`src/rtl/resp_frame_pkg.sv`:
```
// resp_frame_pkg: definitions shared by the response framing buffer.
//   state_t        - framer FSM states (IDLE, HDR, PAY, PAD)
//   HDR_MAGIC      - constant upper half of every frame header word
//   SEQ_W / VALN_W - widths of the header sequence and valid-count fields
//   hdr_word()     - assembles a header word from its fields
package resp_frame_pkg;

    typedef enum logic [1:0] {
        IDLE = 2'd0,
        HDR  = 2'd1,
        PAY  = 2'd2,
        PAD  = 2'd3
    } state_t;

    localparam int MAGIC_W = 16;
    localparam int SEQ_W   = 8;
    localparam int VALN_W  = 8;

    localparam logic [MAGIC_W-1:0] HDR_MAGIC = 16'hA5A5;

    function automatic logic [31:0] hdr_word(input logic [SEQ_W-1:0]  seq,
                                             input logic [VALN_W-1:0] valn);
        return {HDR_MAGIC, seq, valn};
    endfunction

endpackage

```
`src/rtl/resp_frame_fifo.sv`:
```
// resp_frame_fifo: synchronous show-ahead circular FIFO for frame payload.
//   clk, rst_n : clock, asynchronous active-low reset (pointers/count only)
//   wr_en      : write request; dropped when full unless rd_en is also high
//   wr_data    : word to store
//   rd_en      : pop the head word (ignored when empty)
//   rd_data    : head word, valid whenever count != 0
//   count      : number of stored words, 0..DEPTH
//   drop       : pulses for one cycle when a write is rejected
module resp_frame_fifo #(
    parameter  int DEPTH = 64,
    parameter  int WIDTH = 32,
    localparam int AW    = $clog2(DEPTH),
    localparam int CW    = AW + 1
) (
    input  logic             clk,
    input  logic             rst_n,
    input  logic             wr_en,
    input  logic [WIDTH-1:0] wr_data,
    input  logic             rd_en,
    output logic [WIDTH-1:0] rd_data,
    output logic [CW-1:0]    count,
    output logic             drop
);

    logic [WIDTH-1:0] mem [DEPTH];
    logic [AW-1:0]    wr_ptr;
    logic [AW-1:0]    rd_ptr;
    logic             full;
    logic             empty;
    logic             wr_ok;
    logic             rd_ok;

    assign full  = (count == CW'(DEPTH));
    assign empty = (count == '0);
    assign rd_ok = rd_en && !empty;
    // A pop in the same cycle frees the slot, so a full FIFO still takes the write.
    assign wr_ok = wr_en && (!full || rd_ok);
    assign drop  = wr_en && !wr_ok;

    assign rd_data = mem[rd_ptr];

    // Storage carries no reset; only the pointers decide what is valid.
    always_ff @(posedge clk) begin
        if (wr_ok) begin
            mem[wr_ptr] <= wr_data;
        end
    end

    // DEPTH is a power of two, so the pointers wrap on their own.
    always_ff @(posedge clk or negedge rst_n) begin
        if (!rst_n) begin
            wr_ptr <= '0;
            rd_ptr <= '0;
            count  <= '0;
        end else begin
            if (wr_ok) wr_ptr <= wr_ptr + 1'b1;
            if (rd_ok) rd_ptr <= rd_ptr + 1'b1;
            case ({wr_ok, rd_ok})
                2'b10:   count <= count + 1'b1;
                2'b01:   count <= count - 1'b1;
                default: count <= count;
            endcase
        end
    end

endmodule

```
`src/rtl/resp_frame_buf.sv`:
```
// resp_frame_buf: buffers result words from the chip-side logic and presents
// them to the host as fixed-length frames: one header word
// {A5A5, frame_seq, valid_n} followed by FRAME_WORDS-1 payload/pad words.
//   CLK         : clock, rising edge
//   rst_n       : asynchronous active-low reset (release synchronised upstream)
//   FIFOB_IN    : result word; FIFOB_wen qualifies it
//   frame_rd_en : host pops the presented word (ignored when no frame)
//   frame_dout  : presented word, show-ahead; 0 when no frame
//   frame_ready : a frame is being presented
//   overflow    : sticky, an input word was dropped on a full buffer
//   frame_seq   : completed frame count, wraps at 256
// Build option: define RESP_FRAME_TIMEOUT_EN to flush a partial frame after
// TIMEOUT_CYC idle cycles, padding it with zero words (PAD state). Without it,
// a frame starts only once FRAME_WORDS-1 payload words are buffered.
module resp_frame_buf
    import resp_frame_pkg::*;
#(
    parameter int FRAME_WORDS = 16,
    parameter int BUF_DEPTH   = 64,
    parameter int TIMEOUT_CYC = 1024
) (
    input  logic        CLK,
    input  logic        rst_n,
    input  logic [31:0] FIFOB_IN,
    input  logic        FIFOB_wen,
    input  logic        frame_rd_en,
    output logic [31:0] frame_dout,
    output logic        frame_ready,
    output logic        overflow,
    output logic [7:0]  frame_seq
);

    localparam int CNT_W = $clog2(BUF_DEPTH) + 1;
    localparam logic [CNT_W-1:0]  FULL_THR = CNT_W'(FRAME_WORDS - 1);
    localparam logic [VALN_W-1:0] LAST_IDX = VALN_W'(FRAME_WORDS - 1);

    if (FRAME_WORDS < 2 || FRAME_WORDS > 64 || BUF_DEPTH < FRAME_WORDS ||
        (BUF_DEPTH & (BUF_DEPTH - 1)) != 0 || TIMEOUT_CYC < 1) begin : g_param_check
        $error("resp_frame_buf: illegal parameter combination");
    end

    state_t            state, state_nxt;
    logic [VALN_W-1:0] valid_n, valid_nxt;
    logic [VALN_W-1:0] word_cnt, wcnt_nxt;
    logic [VALN_W-1:0] wcnt_inc;
    logic [SEQ_W-1:0]  seq_nxt;
    logic              pop;
    logic [31:0]       head;
    logic [CNT_W-1:0]  count;
    logic              drop;

    resp_frame_fifo #(
        .DEPTH (BUF_DEPTH),
        .WIDTH (32)
    ) u_fifo (
        .clk     (CLK),
        .rst_n   (rst_n),
        .wr_en   (FIFOB_wen),
        .wr_data (FIFOB_IN),
        .rd_en   (pop),
        .rd_data (head),
        .count   (count),
        .drop    (drop)
    );

`ifdef RESP_FRAME_TIMEOUT_EN
    localparam int TO_W = $clog2(TIMEOUT_CYC + 1);
    localparam logic [TO_W-1:0] TO_LIM = TO_W'(TIMEOUT_CYC);

    logic [TO_W-1:0] to_cnt;
    logic            timeout;

    // Counts only while idle with data waiting; saturates at the limit.
    always_ff @(posedge CLK or negedge rst_n) begin
        if (!rst_n) begin
            to_cnt <= '0;
        end else if (state != IDLE || FIFOB_wen || count == '0) begin
            to_cnt <= '0;
        end else if (to_cnt != TO_LIM) begin
            to_cnt <= to_cnt + 1'b1;
        end
    end

    assign timeout = (to_cnt == TO_LIM);
`endif

    assign wcnt_inc = word_cnt + 1'b1;

    // State register; valid_n is latched on entry to HDR so later writes
    // cannot change the frame in progress.
    always_ff @(posedge CLK or negedge rst_n) begin
        if (!rst_n) begin
            state     <= IDLE;
            valid_n   <= '0;
            word_cnt  <= '0;
            frame_seq <= '0;
            overflow  <= 1'b0;
        end else begin
            state     <= state_nxt;
            valid_n   <= valid_nxt;
            word_cnt  <= wcnt_nxt;
            frame_seq <= seq_nxt;
            overflow  <= overflow | drop;
        end
    end

    // Next-state logic. word_cnt counts words popped after the header.
    always_comb begin
        state_nxt = state;
        valid_nxt = valid_n;
        wcnt_nxt  = word_cnt;
        seq_nxt   = frame_seq;
        pop       = 1'b0;
        case (state)
            IDLE: begin
                if (count >= FULL_THR) begin
                    state_nxt = HDR;
                    valid_nxt = LAST_IDX;
                end
`ifdef RESP_FRAME_TIMEOUT_EN
                else if (timeout && count != '0) begin
                    state_nxt = HDR;
                    valid_nxt = VALN_W'(count);
                end
`endif
            end
            HDR: begin
                wcnt_nxt = '0;
                if (frame_rd_en) state_nxt = PAY;
            end
            PAY: begin
                if (frame_rd_en) begin
                    pop      = 1'b1;
                    wcnt_nxt = wcnt_inc;
                    if (wcnt_inc == valid_n) begin
`ifdef RESP_FRAME_TIMEOUT_EN
                        if (valid_n < LAST_IDX) begin
                            state_nxt = PAD;
                        end else begin
                            state_nxt = IDLE;
                            seq_nxt   = frame_seq + 1'b1;
                        end
`else
                        state_nxt = IDLE;
                        seq_nxt   = frame_seq + 1'b1;
`endif
                    end
                end
            end
`ifdef RESP_FRAME_TIMEOUT_EN
            PAD: begin
                if (frame_rd_en) begin
                    wcnt_nxt = wcnt_inc;
                    if (wcnt_inc == LAST_IDX) begin
                        state_nxt = IDLE;
                        seq_nxt   = frame_seq + 1'b1;
                    end
                end
            end
`endif
            default: state_nxt = IDLE;
        endcase
    end

    // Output logic; IDLE (including reset) presents 0.
    always_comb begin
        frame_dout  = '0;
        frame_ready = 1'b0;
        case (state)
            HDR: begin
                frame_dout  = hdr_word(frame_seq, valid_n);
                frame_ready = 1'b1;
            end
            PAY: begin
                frame_dout  = head;
                frame_ready = 1'b1;
            end
`ifdef RESP_FRAME_TIMEOUT_EN
            PAD: begin
                frame_ready = 1'b1;
            end
`endif
            default: ;
        endcase
    end

endmodule

```
`config.mk`:
```
export PLATFORM = sky130hd
export DESIGN_NAME = resp_frame_buf
export DESIGN_NICKNAME = d
export VERILOG_FILES = /design/src/rtl/resp_frame_pkg.sv /design/src/rtl/resp_frame_fifo.sv /design/src/rtl/resp_frame_buf.sv
export SDC_FILE = /design/constraint.sdc
export NUM_CORES = 2
export LEC_CHECK = 0
export BUFFER_PORTS_ARGS = -buffer_cell sky130_fd_sc_hd__buf_4
export CORE_ASPECT_RATIO = 0.75
export CORE_UTILIZATION = 61
export CTS_BUF_LIST = sky130_fd_sc_hd__clkbuf_2
export DETAILED_ROUTE_END_ITERATION = 16
export PLACE_DENSITY = 0.77
export SLEW_MARGIN = 20
export SYNTH_ARGS = -nofsm -noshare
export SYNTH_HDL_FRONTEND = slang
export SYNTH_SLANG_ARGS = --single-unit
```
`constraint.sdc`:
```
create_clock -name CLK -period 6.5 [get_ports CLK]
set_input_delay 0.65 -clock CLK [delete_from_list [all_inputs] [get_ports CLK]]
set_output_delay 0.65 -clock CLK [all_outputs]
set_load 0.1 [all_outputs]
```
==> results.json <==
{
  "synthesis.nets": 3676,
  "seqPwrFrac": 0.467,
  "clk-insertion-delay-late_ns": 1.82,
  "path_cells": "buf_4, mux4_2, a22o_1, a211oi_1, o22ai_1, a21oi_1, o21ai_1, buf_4",
  "whs_ns": 0.386,
  "power_density_nw_per_um2": 373,
  "design_area_sq_um": 89800,
  "io_buffers": 77,
  "synth-seq-area-share": 0.773,
  "clock_skew_ns": 0.111,
  "critPathKind": "reg2out",
  "synthAdderAreaFrac": 0.00211,
  "r2r_end": "u_fifo.mem[59][12]",
  "worst-path-buf-inv": 2,
  "r2r_setup_slack_ns": 1.58,
  "clk_pin_slew_ns": 0.13,
  "setup_ws_ns": -0.00773,
  "p_clk_frac": 0.235,
  "cts.repair.resized": 0,
  "placed_cell_area_sq_um": 84200,
  "core-area_sq_um": 131000,
  "syn_avg_cell_area_sq_um": 22.3,
  "synth_compound_area_frac": 0.0235,
  "synth_top_family_by_area": "multiplexers",
  "detail_route.wl_per_cell_microns": 34.1,
  "holdCritPathClass": "in2async",
  "grt_pass1_wl_mm": 302,
  "fp-row-count": 115,
  "r2r_start": "state[0]",
  "synth_cell_types": 67,
  "yosys.area_share.simple": 0.0182,
  "yosysWarnings": 0,
  "dieArea_sq_um": 134000,
  "gp_congestion": 0.862,
  "initial_core_util": 0.616,
  "numClockSinks": 2087,
  "syn_inst": 3627,
  "drc": 0,
  "fp.dieW_microns": 422,
  "first_global_vias": 42187,
  "via_count": 43011,
  "hold_viol_final": 0,
  "p_sw_mw": 11.2,
  "antenna_found_initial": 13,
  "grt_overflow": 0,
  "synth.most_common_cell": "edfxtp_1",
  "cpMaxStageDelayCell": "dfrtp_4",
  "cts_made_buffers": 465,
  "post-route-util": 0.685,
  "crit_family": "compound AO/OA/AOI/OAI gates",
  "regArea_sq_um": 62500,
  "ir_worst_vdd_v": 0.000260,
  "cts_buffer_depth": 4,
  "ys.flop_type": "edfxtp_1",
  "area_growth_pct": 11.2,
  "drv_cap": 0,
  "cpMostUsedCell": "buf_4",
  "tightest_slew_ns": 1.30,
  "drv_slew": 0,
  "worst_setup_path_end_kind": "output pin",
  "synth_common_cells": "edfxtp_1, mux4_2, mux2i_1",
  "cp_max_fo": 42,
  "worstRegToRegCells": 9,
  "p_leak_nw": 29.2,
  "synth_top_cell_by_area": "edfxtp_1",
  "setup_violations": 1,
  "multi_input_area_sq_um": 17700,
  "relSlewSlack": 0.125,
  "pin_count": 78,
  "synth_top_area_frac": 0.761,
  "nets": 4263,
  "status": "finished, violations left",
  "fin_setup_tns_ns": -0.00773,
  "synth_edf_count": 2048,
  "synth_mux_area_frac": 0.166,
  "ys_ff_latch": 2087,
  "async_flop_share": 0.0187,
  "netlist_top_cells_area": "edfxtp_1, mux4_2, mux2i_1, dfrtp_1, nor2_1",
  "power_frac_comb": 0.298,
  "synthXorXnorAreaFrac": 0.00271,
  "cp_data_required_time_ns": 5.85,
  "cts_max_level": 5,
  "cp-start-kind": "flip-flop",
  "cp_data_arrival_time_ns": 5.86,
  "swShare": 0.334,
  "cts_root_buf": "clkbuf_2",
  "drive_gt1_frac": 0.344,
  "wirelength_mm": 215,
  "period_needed_ns": 6.51,
  "syn_area_sq_um": 80800,
  "cts_tree": "yes",
  "drtIter0Drc": 7069,
  "grt_start_max_net_pins": 85,
  "cpPeakStageDelay_ns": 1.06,
  "p_int_mw": 22.3,
  "fmax_mhz": 154,
  "hpwl_mm": 121,
  "ant_nets": 0,
  "period_share": 1.00,
  "die_y_microns": 317,
  "failed_checks": "setup timing",
  "startpoint": "u_fifo.rd_ptr[1]",
  "grt_setup_unrepaired": "no",
  "grt_use_total": 0.325,
  "fillerInstances": 8088,
  "viasPerCell": 6.81,
  "drtPass1Iterations": 6
}
routing by layer:
layer / GRT usage / wire length, microns
met3: 0.109 / 32900
met1: 0.462 / 78300
met2: 0.469 / 96100
met4: 0.140 / 7990
met5: 0 / 56
power by group through the flow:
stage                     logic (mW)  clock network (mW)  registers (mW)
final                           9.98                7.88            15.7
after global placement          9.54                   0            16.0
after floorplan                 7.10                   0            15.7
after global routing            10.4                8.54            15.7
after CTS                       9.90                7.91            15.6
after detailed placement        9.66                   0            16.0
what timing repair did:
item / CTS / global route
hold endpoints to repair: 2125 / 0
hold buffers: 104 / 0
setup endpoints to repair: 11 / 0
buffers inserted: 2 / 0
logic make-up after synthesis:
logic type / after synthesis
mux: 709
xor+xnor: 25
simple gates: 308
buf+inv: 205
compound gates: 280
flops: 2087
fa+ha+maj: 13
worst register-to-register path, cell delays in order, from the launching register on:
cell and delay [ns]:
dfrtp_1 0.40, inv_1 0.10, ha_1 0.48, nand2_1 0.47, nand4_1 0.39, nand2_1 0.17, nor2_1 0.25, nand3_1 0.72
nor2_4 1.15, buf_4 0.44
state kept, by name, indices dropped and copies added (netlist names):
name and flops:
state 2, valid_n 1, u_fifo.wr_ptr 6, u_fifo.mem 2048, word_cnt 8, u_fifo.rd_ptr 6, u_fifo.count 7, frame_seq 8
overflow 1
cells in the final DEF, fill, tap and decap left out, types with 35 or more instances in the layout:
master and n:
buf_4 190, nor2_4 65, clkinv_1 88, nor2_1 41
mux2i_1 190, buf_16 36, o21ai_0 43, nand2_1 65
mux4_2 501, nand3_1 35, edfxtp_1 2048, clkbuf_2 703
a21oi_1 44, dlygate4sd3_1 71
area by class of cell:
type	instances	share of cell area
multi-input combinational	1335	0.197
antenna	9	0.000251
inverter	11	0.000460
sequential	2087	0.696
tap	1755	0.0244
clock inverter	103	0.00479
timing repair buffer	314	0.0385
clock buffer	703	0.0392
stage by stage:
| stage | total power, mW | setup WS [ns] | std cells |
|---|---|---|---|
| after floorplan | 22.8 | 0.323 | 3627 |
| after global placement | 25.5 | 1.74 | 5390 |
| after detailed placement | 25.7 | 1.74 | 5395 |
| after CTS | 33.5 | 0.0301 | 6307 |
| after global routing | 34.6 | 0.0557 | 6311 |
| final | 33.5 | -0.00773 | 6317 |
worst max path at each step:
stage / endpoint / slack [ns] / cells after the start
floorplan: frame_dout[3] / 0.32 / 6
global placement: frame_dout[24] / 1.74 / 9
detailed placement: frame_dout[24] / 1.74 / 9
CTS: frame_dout[24] / 0.03 / 8
global route: frame_dout[16] / 0.06 / 8
finish: frame_dout[24] / -0.008 / 8
Note: power is estimated with default switching activity, not from simulation.
